[src/rtl/i2s_tx_serializer.sv]
// I2S transmit serializer: accepts one stereo sample per frame over a
// valid/ready handshake and shifts it out on the codec DAC pin. LRCK and BCK
// are plain synchronous inputs that are edge-detected in the AUDIO_CLK domain.
//
// state | meaning
// SYNC  | idle after reset, output held 0, waiting for the first LRCK fall
// LEFT  | left slot active (LRCK low)
// RIGHT | right slot active (LRCK high)
module i2s_tx_serializer #(
  parameter int DATA_WIDTH = 16,
  parameter int SLOT_BITS  = 32,
  parameter int I2S_DELAY  = 1
) (
  input  logic                  AUDIO_CLK,
  input  logic                  iRST,
  input  logic                  iLRCK,
  input  logic                  iBCK,
  input  logic [DATA_WIDTH-1:0] iL_DATA,
  input  logic [DATA_WIDTH-1:0] iR_DATA,
  input  logic                  iVALID,
  output logic                  oREADY,
  output logic                  oDACDAT,
  output logic                  oFRAME_STB,
  output logic                  oUNDERRUN
);

  localparam int CW = $clog2(SLOT_BITS + 1);
  // Bit position k (1-based) carries data when DLY < k <= DEND.
  localparam logic [CW:0]   C_DLY  = (CW+1)'(I2S_DELAY);
  localparam logic [CW:0]   C_DEND = (CW+1)'(I2S_DELAY + DATA_WIDTH);
  localparam logic [CW-1:0] C_MAX  = CW'(SLOT_BITS);

  typedef enum logic [1:0] {ST_SYNC, ST_LEFT, ST_RIGHT} state_t;

  state_t                r_state;
  logic                  r_lr_q;
  logic                  r_bck_q;
  logic                  r_full;
  logic [DATA_WIDTH-1:0] r_buf_l;
  logic [DATA_WIDTH-1:0] r_buf_r;
  logic [DATA_WIDTH-1:0] r_r_hold;
  logic [DATA_WIDTH-1:0] r_sh;
  logic [CW-1:0]         r_bitcnt;
  logic                  r_dacdat;
  logic                  r_frame_stb;
  logic                  r_underrun;

  logic                  w_bck_fall;
  logic                  w_lr_fall;
  logic                  w_lr_rise;
  logic                  w_write;
  logic                  w_slot_start;
  logic                  w_in_data;
  logic                  w_bit_out;
  logic [CW:0]           w_k;
  logic [DATA_WIDTH-1:0] w_new_word;

  assign w_bck_fall   = r_bck_q & ~iBCK;
  assign w_lr_fall    = r_lr_q & ~iLRCK;
  assign w_lr_rise    = ~r_lr_q & iLRCK;
  assign w_write      = iVALID & ~r_full;
  assign w_slot_start = w_lr_fall | (w_lr_rise & (r_state == ST_LEFT));

  // k of the BCK fall being processed in the current slot
  assign w_k       = {1'b0, r_bitcnt} + (CW+1)'(1);
  assign w_in_data = (w_k > C_DLY) && (w_k <= C_DEND);
  assign w_bit_out = (r_state != ST_SYNC) && w_in_data && r_sh[DATA_WIDTH-1];

  // Word entering the shifter: the buffered left word (or silence) at frame
  // load, the right word latched at that same load when the right slot opens.
  assign w_new_word = w_lr_fall ? (r_full ? r_buf_l : '0) : r_r_hold;

  assign oREADY     = ~r_full;
  assign oDACDAT    = r_dacdat;
  assign oFRAME_STB = r_frame_stb;
  assign oUNDERRUN  = r_underrun;

  // Edge-detect history; reset loads the live inputs so no edge appears on release
  always_ff @(posedge AUDIO_CLK) begin
    r_lr_q  <= iLRCK;
    r_bck_q <= iBCK;
  end

  // One-deep holding buffer between the engine handshake and frame load
  always_ff @(posedge AUDIO_CLK) begin
    if (iRST) begin
      r_full  <= 1'b0;
      r_buf_l <= '0;
      r_buf_r <= '0;
    end else if (w_write) begin
      r_full  <= 1'b1;
      r_buf_l <= iL_DATA;
      r_buf_r <= iR_DATA;
    end else if (w_lr_fall) begin
      r_full  <= 1'b0;
    end
  end

  // Slot sequencing, frame load and the registered serial output
  always_ff @(posedge AUDIO_CLK) begin
    if (iRST) begin
      r_state     <= ST_SYNC;
      r_r_hold    <= '0;
      r_sh        <= '0;
      r_bitcnt    <= '0;
      r_dacdat    <= 1'b0;
      r_frame_stb <= 1'b0;
      r_underrun  <= 1'b0;
    end else begin
      r_frame_stb <= w_lr_fall;
      r_underrun  <= w_lr_fall & ~r_full;

      if (w_lr_fall) begin
        r_state  <= ST_LEFT;
        r_r_hold <= r_full ? r_buf_r : '0;
      end else if (w_lr_rise && (r_state == ST_LEFT)) begin
        r_state <= ST_RIGHT;
      end

      if (w_slot_start) begin
        r_bitcnt <= '0;
        if (I2S_DELAY == 0) begin
          // Left-justified: MSB goes out with the LRCK edge itself
          r_dacdat <= w_new_word[DATA_WIDTH-1];
          r_sh     <= w_new_word << 1;
        end else begin
          r_sh <= w_new_word;
          // A coincident BCK fall still closes out the old slot
          if (w_bck_fall) r_dacdat <= w_bit_out;
        end
      end else if (w_bck_fall) begin
        if (r_bitcnt != C_MAX) r_bitcnt <= r_bitcnt + CW'(1);
        r_dacdat <= w_bit_out;
        if (w_in_data) r_sh <= r_sh << 1;
      end
    end
  end

endmodule

[config.mk]
export PLATFORM = sky130hd
export DESIGN_NAME = i2s_tx_serializer
export DESIGN_NICKNAME = d
export VERILOG_FILES = /design/src/rtl/i2s_tx_serializer.sv
export SDC_FILE = /design/constraint.sdc
export NUM_CORES = 1
export LEC_CHECK = 0
export ABC_CLOCK_PERIOD_IN_PS = 2100
export BUFFER_PORTS_ARGS = -buffer_cell sky130_fd_sc_hd__buf_2
export CAP_MARGIN = 15
export CORE_UTILIZATION = 35
export DETAILED_ROUTE_END_ITERATION = 8
export GPL_ROUTABILITY_DRIVEN = 0
export PLACE_DENSITY = 0.66
export RECOVER_POWER = 25
export SYNTH_ARGS = -nofsm -noshare
export SYNTH_HDL_FRONTEND = slang
export SYNTH_SLANG_ARGS = --single-unit
[constraint.sdc]
create_clock -name AUDIO_CLK -period 2.1 [get_ports AUDIO_CLK]
set_input_delay 0.42 -clock AUDIO_CLK [delete_from_list [all_inputs] [get_ports AUDIO_CLK]]
set_output_delay 0.42 -clock AUDIO_CLK [all_outputs]
set_load 0.02 [all_outputs]
== Word level (Yosys, flattened, before mapping) ==
Cells that the tools add are included.

* Input bits: 37
* Register bits: 78

* Reduce and logical (&&, ||, !) cells: 13
* Muxes and demuxes: 10
* Add/subtract/negate cells: 2
* Equal/unequal tests: 2
* Bitwise logic cells: 11
* Order comparisons: 2

{| class="wikitable"
|+ Operator list
! operator !! count
|-
| 16-bit two-way mux || 6
|-
| 2-bit nonzero test || 5
|-
| 6-bit by 1-bit adder with 7-bit output (second input constant) || 1
|-
| 7-bit by 1-bit greater-than comparator with 1-bit output (second input constant) || 1
|-
| 7-bit by 5-bit less-or-equal comparator with 1-bit output (second input constant) || 1
|-
| 6-bit by 1-bit adder with 6-bit output (second input constant) || 1
|-
| 1-bit AND || 6
|-
| 6-bit != test (second input constant) || 1
|-
| 1-bit logical AND || 4
|-
| 1-bit two-way mux || 4
|-
| 1-bit NOT || 4
|-
| 2-bit AND reduction || 2
|-
| 2-bit OR reduction || 2
|-
| 2-bit by 1-bit == test with 1-bit output (second input constant) || 1
|-
| 1-bit OR || 1
|}

== Logic depth before layout (Yosys ltp) ==
* Depth in word-level cells: 6
* Depth in mapped cells: 8

== Worst setup path after synthesis ==
OpenSTA, ideal clock, no wires.

* Path kind: reg-to-reg
* Start point: reg r_bitcnt[0]
* End point: reg r_dacdat (netlist: oDACDAT)
* Data required time: 2030 ps
* Period minus slack after synthesis: 2062 ps
* Stages on the path, launching flop included: 8
* Slack: 38 ps
* Arrival time: 1992 ps
* Buffers on the path: 0
* Library setup time: 70 ps
* Path through: dfxtp_1 -> inv_1 -> ha_1 -> inv_1 -> a211oi_1 -> a211oi_1 -> or4_1 -> a21oi_1

* Word-level cells in the longest chain between the ends: 5
* Elaborated cells between the ends (all ways): 6
* Classes of those cells: add/sub: 1; order compare: 2; reduce/logical: 3

{| class="wikitable"
|+ Ends and longest elaborated chain
! item !! line !! RTL
|-
| start: declaration || 43 || <nowiki>logic [CW-1:0] r_bitcnt;</nowiki>
|-
| start signal: assignment || 132 || <nowiki>if (r_bitcnt != C_MAX) r_bitcnt <= r_bitcnt + CW'(1);</nowiki>
|-
| 6-bit by 1-bit adder with 7-bit output * || 65 || <nowiki>assign w_k = {1'b0, r_bitcnt} + (CW+1)'(1);</nowiki>
|-
| net w_k[0] || 55 || <nowiki>logic [CW:0] w_k;</nowiki>
|-
| 7-bit by 1-bit greater-than comparator with 1-bit output or 7-bit by 5-bit less-or-equal comparator with 1-bit output (tied branches) || 66 || <nowiki>assign w_in_data = (w_k > C_DLY) && (w_k <= C_DEND);</nowiki>
|-
| 1-bit logical AND * || 66 ||
|-
| 1-bit logical AND * (2 in series) || 67 || <nowiki>assign w_bit_out = (r_state != ST_SYNC) && w_in_data && r_sh[DATA_WIDTH-1];</nowiki>
|-
| end signal: assignment || 124 || <nowiki>r_dacdat <= w_new_word[DATA_WIDTH-1];</nowiki>
|-
| end signal: assignment || 129 || <nowiki>if (w_bck_fall) r_dacdat <= w_bit_out;</nowiki>
|-
| end signal: assignment || 133 || <nowiki>r_dacdat <= w_bit_out;</nowiki>
|-
| end: declaration || 44 || <nowiki>logic r_dacdat;</nowiki>
|}

Mark *: on every way through the listed nets, which the timed path passes. The rest lies on a longest branch.
A chain may end at the register's enable or synchronous reset.

== Worst setup path in the final report ==
* Start point: reg r_bitcnt[0]
* End point: reg r_sh[0]

* Word-level cells in the longest chain between the ends: 5
* Elaborated cells between the ends (all ways): 6
* Classes of those cells: add/sub: 1; order compare: 2; reduce/logical: 3

{| class="wikitable"
|+ Ends and longest elaborated chain
! item !! line !! RTL
|-
| 6-bit by 1-bit adder with 7-bit output * || 65 ||
|-
| net w_k[0] || 55 ||
|-
| 7-bit by 1-bit greater-than comparator with 1-bit output or 7-bit by 5-bit less-or-equal comparator with 1-bit output (tied branches) || 66 ||
|-
| 1-bit logical AND * || 66 ||
|-
| 2-bit nonzero test (no line) * || - ||
|-
| 2-bit AND reduction (no line) * || - ||
|-
| end signal: assignment || 125 || <nowiki>r_sh <= w_new_word << 1;</nowiki>
|-
| end signal: assignment || 127 || <nowiki>r_sh <= w_new_word;</nowiki>
|-
| end signal: assignment || 134 || <nowiki>if (w_in_data) r_sh <= r_sh << 1;</nowiki>
|-
| end: declaration || 42 || <nowiki>logic [DATA_WIDTH-1:0] r_sh;</nowiki>
|}

Marked as above.

==> flow_summary.toml <==
[placed_design]
post-dp-hpwl_mm = 6.01
io_buffers = 40

[detailed_routing]
drc_errors = 0
ant_nets = 0
wl_per_cell_um = 14.8
drt_iter0_drc = 288
drt_wl_total_mm = 9.17
vias = 3364
via_per_inst = 5.42
drt_first_pass_iters = 5

[setup_path]
r2r-start = "r_bitcnt[0]"
worst_ep_arrival_time_ns = 2.32
cpPeakStageDelay_ns = 0.44
cp_max_fo = 5
cp_top_family = "compound AO/OA/AOI/OAI gates"
path_cells = "inv_1, ha_2, nand2b_1, a31o_4, a22o_4, o311ai_0, o21ai_0"
startpoint_type = "flip-flop"
critPathCaptureType = "flip-flop"
crit_buf_inv = 1
crit_type = "flip-flop to flip-flop"
r2r_slack_ns = 0.01
cp_slowest_cell = "o311ai_0"
r2r_cells = 7
cp_data_required_time_ns = 2.33
r2r_end = "r_sh[0]"

[sta]
hold_ws_ns = 0.213
period_needed_ns = 2.09
worst_pin_slew_ns = 0.690
timing.fmax_mhz = 479
skew_ns = 0.00905
setup_viol = 0
hold_viol_final = 0
post-route-period-util_pct = 99.4
drv_slew = 0
relSlewSlack_pct = 54.0

[logic_synthesis]
synth-main-ff-cell = "dfxtp_1"
async_flop_share_pct = 0
synth_area_sq_mm = 0.00358
ys_ff_latch = 78
ys_seq_area_share_pct = 43.6
synthTopCellsByArea = "dfxtp_1 44%, nand2_1 8.8%, a21oi_1 7.3%, nand3_1 4.5%, o21ai_0 4.5%"
yosysTopAreaCell = "dfxtp_1"
synth_top_area_share_pct = 43.6
synth_edf_count = 0
ys_warn_count = 0
ys_types = 40
post_synth_inst_count = 451
syn_nets = 490
postSynthAreaPerCell_sq_um = 7.95

[finish]
fin_nets = 522
n_fill_cell = 998
area_growth_pct = 18.7
drive_above_1_share_pct = 17.8
n_antenna_cell = 0
most-common-layout-cells = "84 x nand2_1, 77 x dfxtp_1, 51 x a21oi_1, 36 x buf_2"
layout_commonest_cell = "nand2_1"

[grt]
grt_use_met3_pct = 3.36
grt_pass1_wl_mm = 14.8
grt_max_degree = 43
grt_pass1_vias = 3110
met1_usage_pct = 22.7
busiest_layer = "met2"
gr-total-overflow = 0
antenna_found_initial = 0
grtUsageMet2_pct = 29.9
grt_use_total_pct = 18.0

[floorplan]
die_area_sq_mm = 0.0106
dieHeight_um = 103
core_sq_mm = 0.00986
fp-row-count = 36
io_pins = 41
die_w_um = 103
initial_core_util_pct = 36.3

[power_and_ir_drop]
p_leak_nw = 1.44
peakVddDrop_v = 0.000500
p_total_w = 0.00317
power_density_mw_per_mm2 = 744

[clock_tree]
cts_tree = "done"
cts_setup_buffers = 0
clk_pin_slew_worst_paths_ns = 0.08
clk_path_buf_depth = 2
cts_buffers = 9
cts.hold.buffers_added = 0
root_buffer = "clkbuf_8"
htreeDepth = 3
worst_skew_pair.late_latency_ns = 0.36
cts_sinks = 78

[hold_path]
hold_class = "input port to flip-flop"
hold_path_depth = 1
min_to = "r_bck_q"
hp-start = "iBCK"

[run_status]
outcome = "finished clean"

[job]
drv_cap = 0
per-stage QoR:
step / util, % / cells / cell area [sq um] / TNS [ns] / worst slack [ns]
CTS: 42.7 / 620 / 4210 / 0 / 0.0221
detailed placement: 40.3 / 604 / 3980 / -0.146 / -0.0690
finish: 43.1 / 621 / 4250 / 0 / 0.0124
global placement: 40.3 / 604 / 3980 / 0 / 0.0189
floorplan: - / 451 / 3580 / 0 / 0.0376
global route: 43.1 / 621 / 4250 / -0.121 / -0.0364
synth_stat cells, drive strengths merged, types with 3 or more instances:
cell type,instances
nand2,84
dfxtp,78
a21oi,52
o21ai,33
nand3,32
clkbuf,30
a22oi,16
nand4,16
mux2i,15
nor3b,15
o211ai,15
buf,12
nor2,11
inv,6
nand2b,3
nor2b,3
nor3,3
or3,3
xnor2,3
metal layers:
metal  wire, um  part of all wire [%]
met1       4040                    44
met2       4580                    50
met3        383                   4.2
met4        157                   1.7
met5          0                     0
layout make-up:
cell class                 instances  area [sq um]  area share (%)
multi-input combinational        325          1890            44.3
sequential                        78          1570            36.8
timing repair buffer              63           385            9.06
tap                              133           166            3.91
clock buffer                      10           138            3.24
clock inverter                     6          91.3            2.15
inverter                           6          22.5           0.529
sequential cells by signal, indices dropped and copies added (netlist names):
name and flops:
r_full 1, oDACDAT 1, r_bck_q 1, r_lr_q 1, oFRAME_STB 1, r_buf_l 16, oUNDERRUN 1, r_bitcnt 6
r_state 2, r_buf_r 16, r_r_hold 16, r_sh 16
worst max path at each step:
stage | startpoint | end | slack (ns) | cells after the start
6_report | r_bitcnt[0] | r_sh[0] | 0.01 | 7
5_1_grt | r_bitcnt[0] | r_sh[15] | -0.04 | 8
4_1_cts | r_bitcnt[0] | oDACDAT | 0.02 | 7
3_5_place_dp | r_bitcnt[0] | oDACDAT | -0.07 | 7
3_3_place_gp | r_bitcnt[0] | r_sh[0] | 0.02 | 7
2_1_floorplan | r_bitcnt[0] | oDACDAT | 0.04 | 7
kinds of logic after synthesis:
logic type | share of synthesized area (%)
AND/OR/NAND/NOR | 24.2
buffers and inverters | 5.24
XOR/XNOR | 1.22
AO/OA/AOI/OAI | 20.9
multiplexers | 4.19
flip-flops | 43.6
adder cells (fa/ha/maj) | 0.698
timing repair:
action                                  CTS  global route
pin swaps                                 0             1
resized for setup                         1            12
endpoints found under the setup margin    6            17
gates cloned                              0             1
where the power goes:
group | internal, W | leakage, nW | total [W] | switching (W)
clock network | 0.000710 | 0.117 | 0.00129 | 0.000580
registers | 0.00153 | 0.636 | 0.00156 | 0.0000341
logic | 0.000112 | 0.687 | 0.000314 | 0.000202
Note: power is estimated with default switching activity, not from simulation.
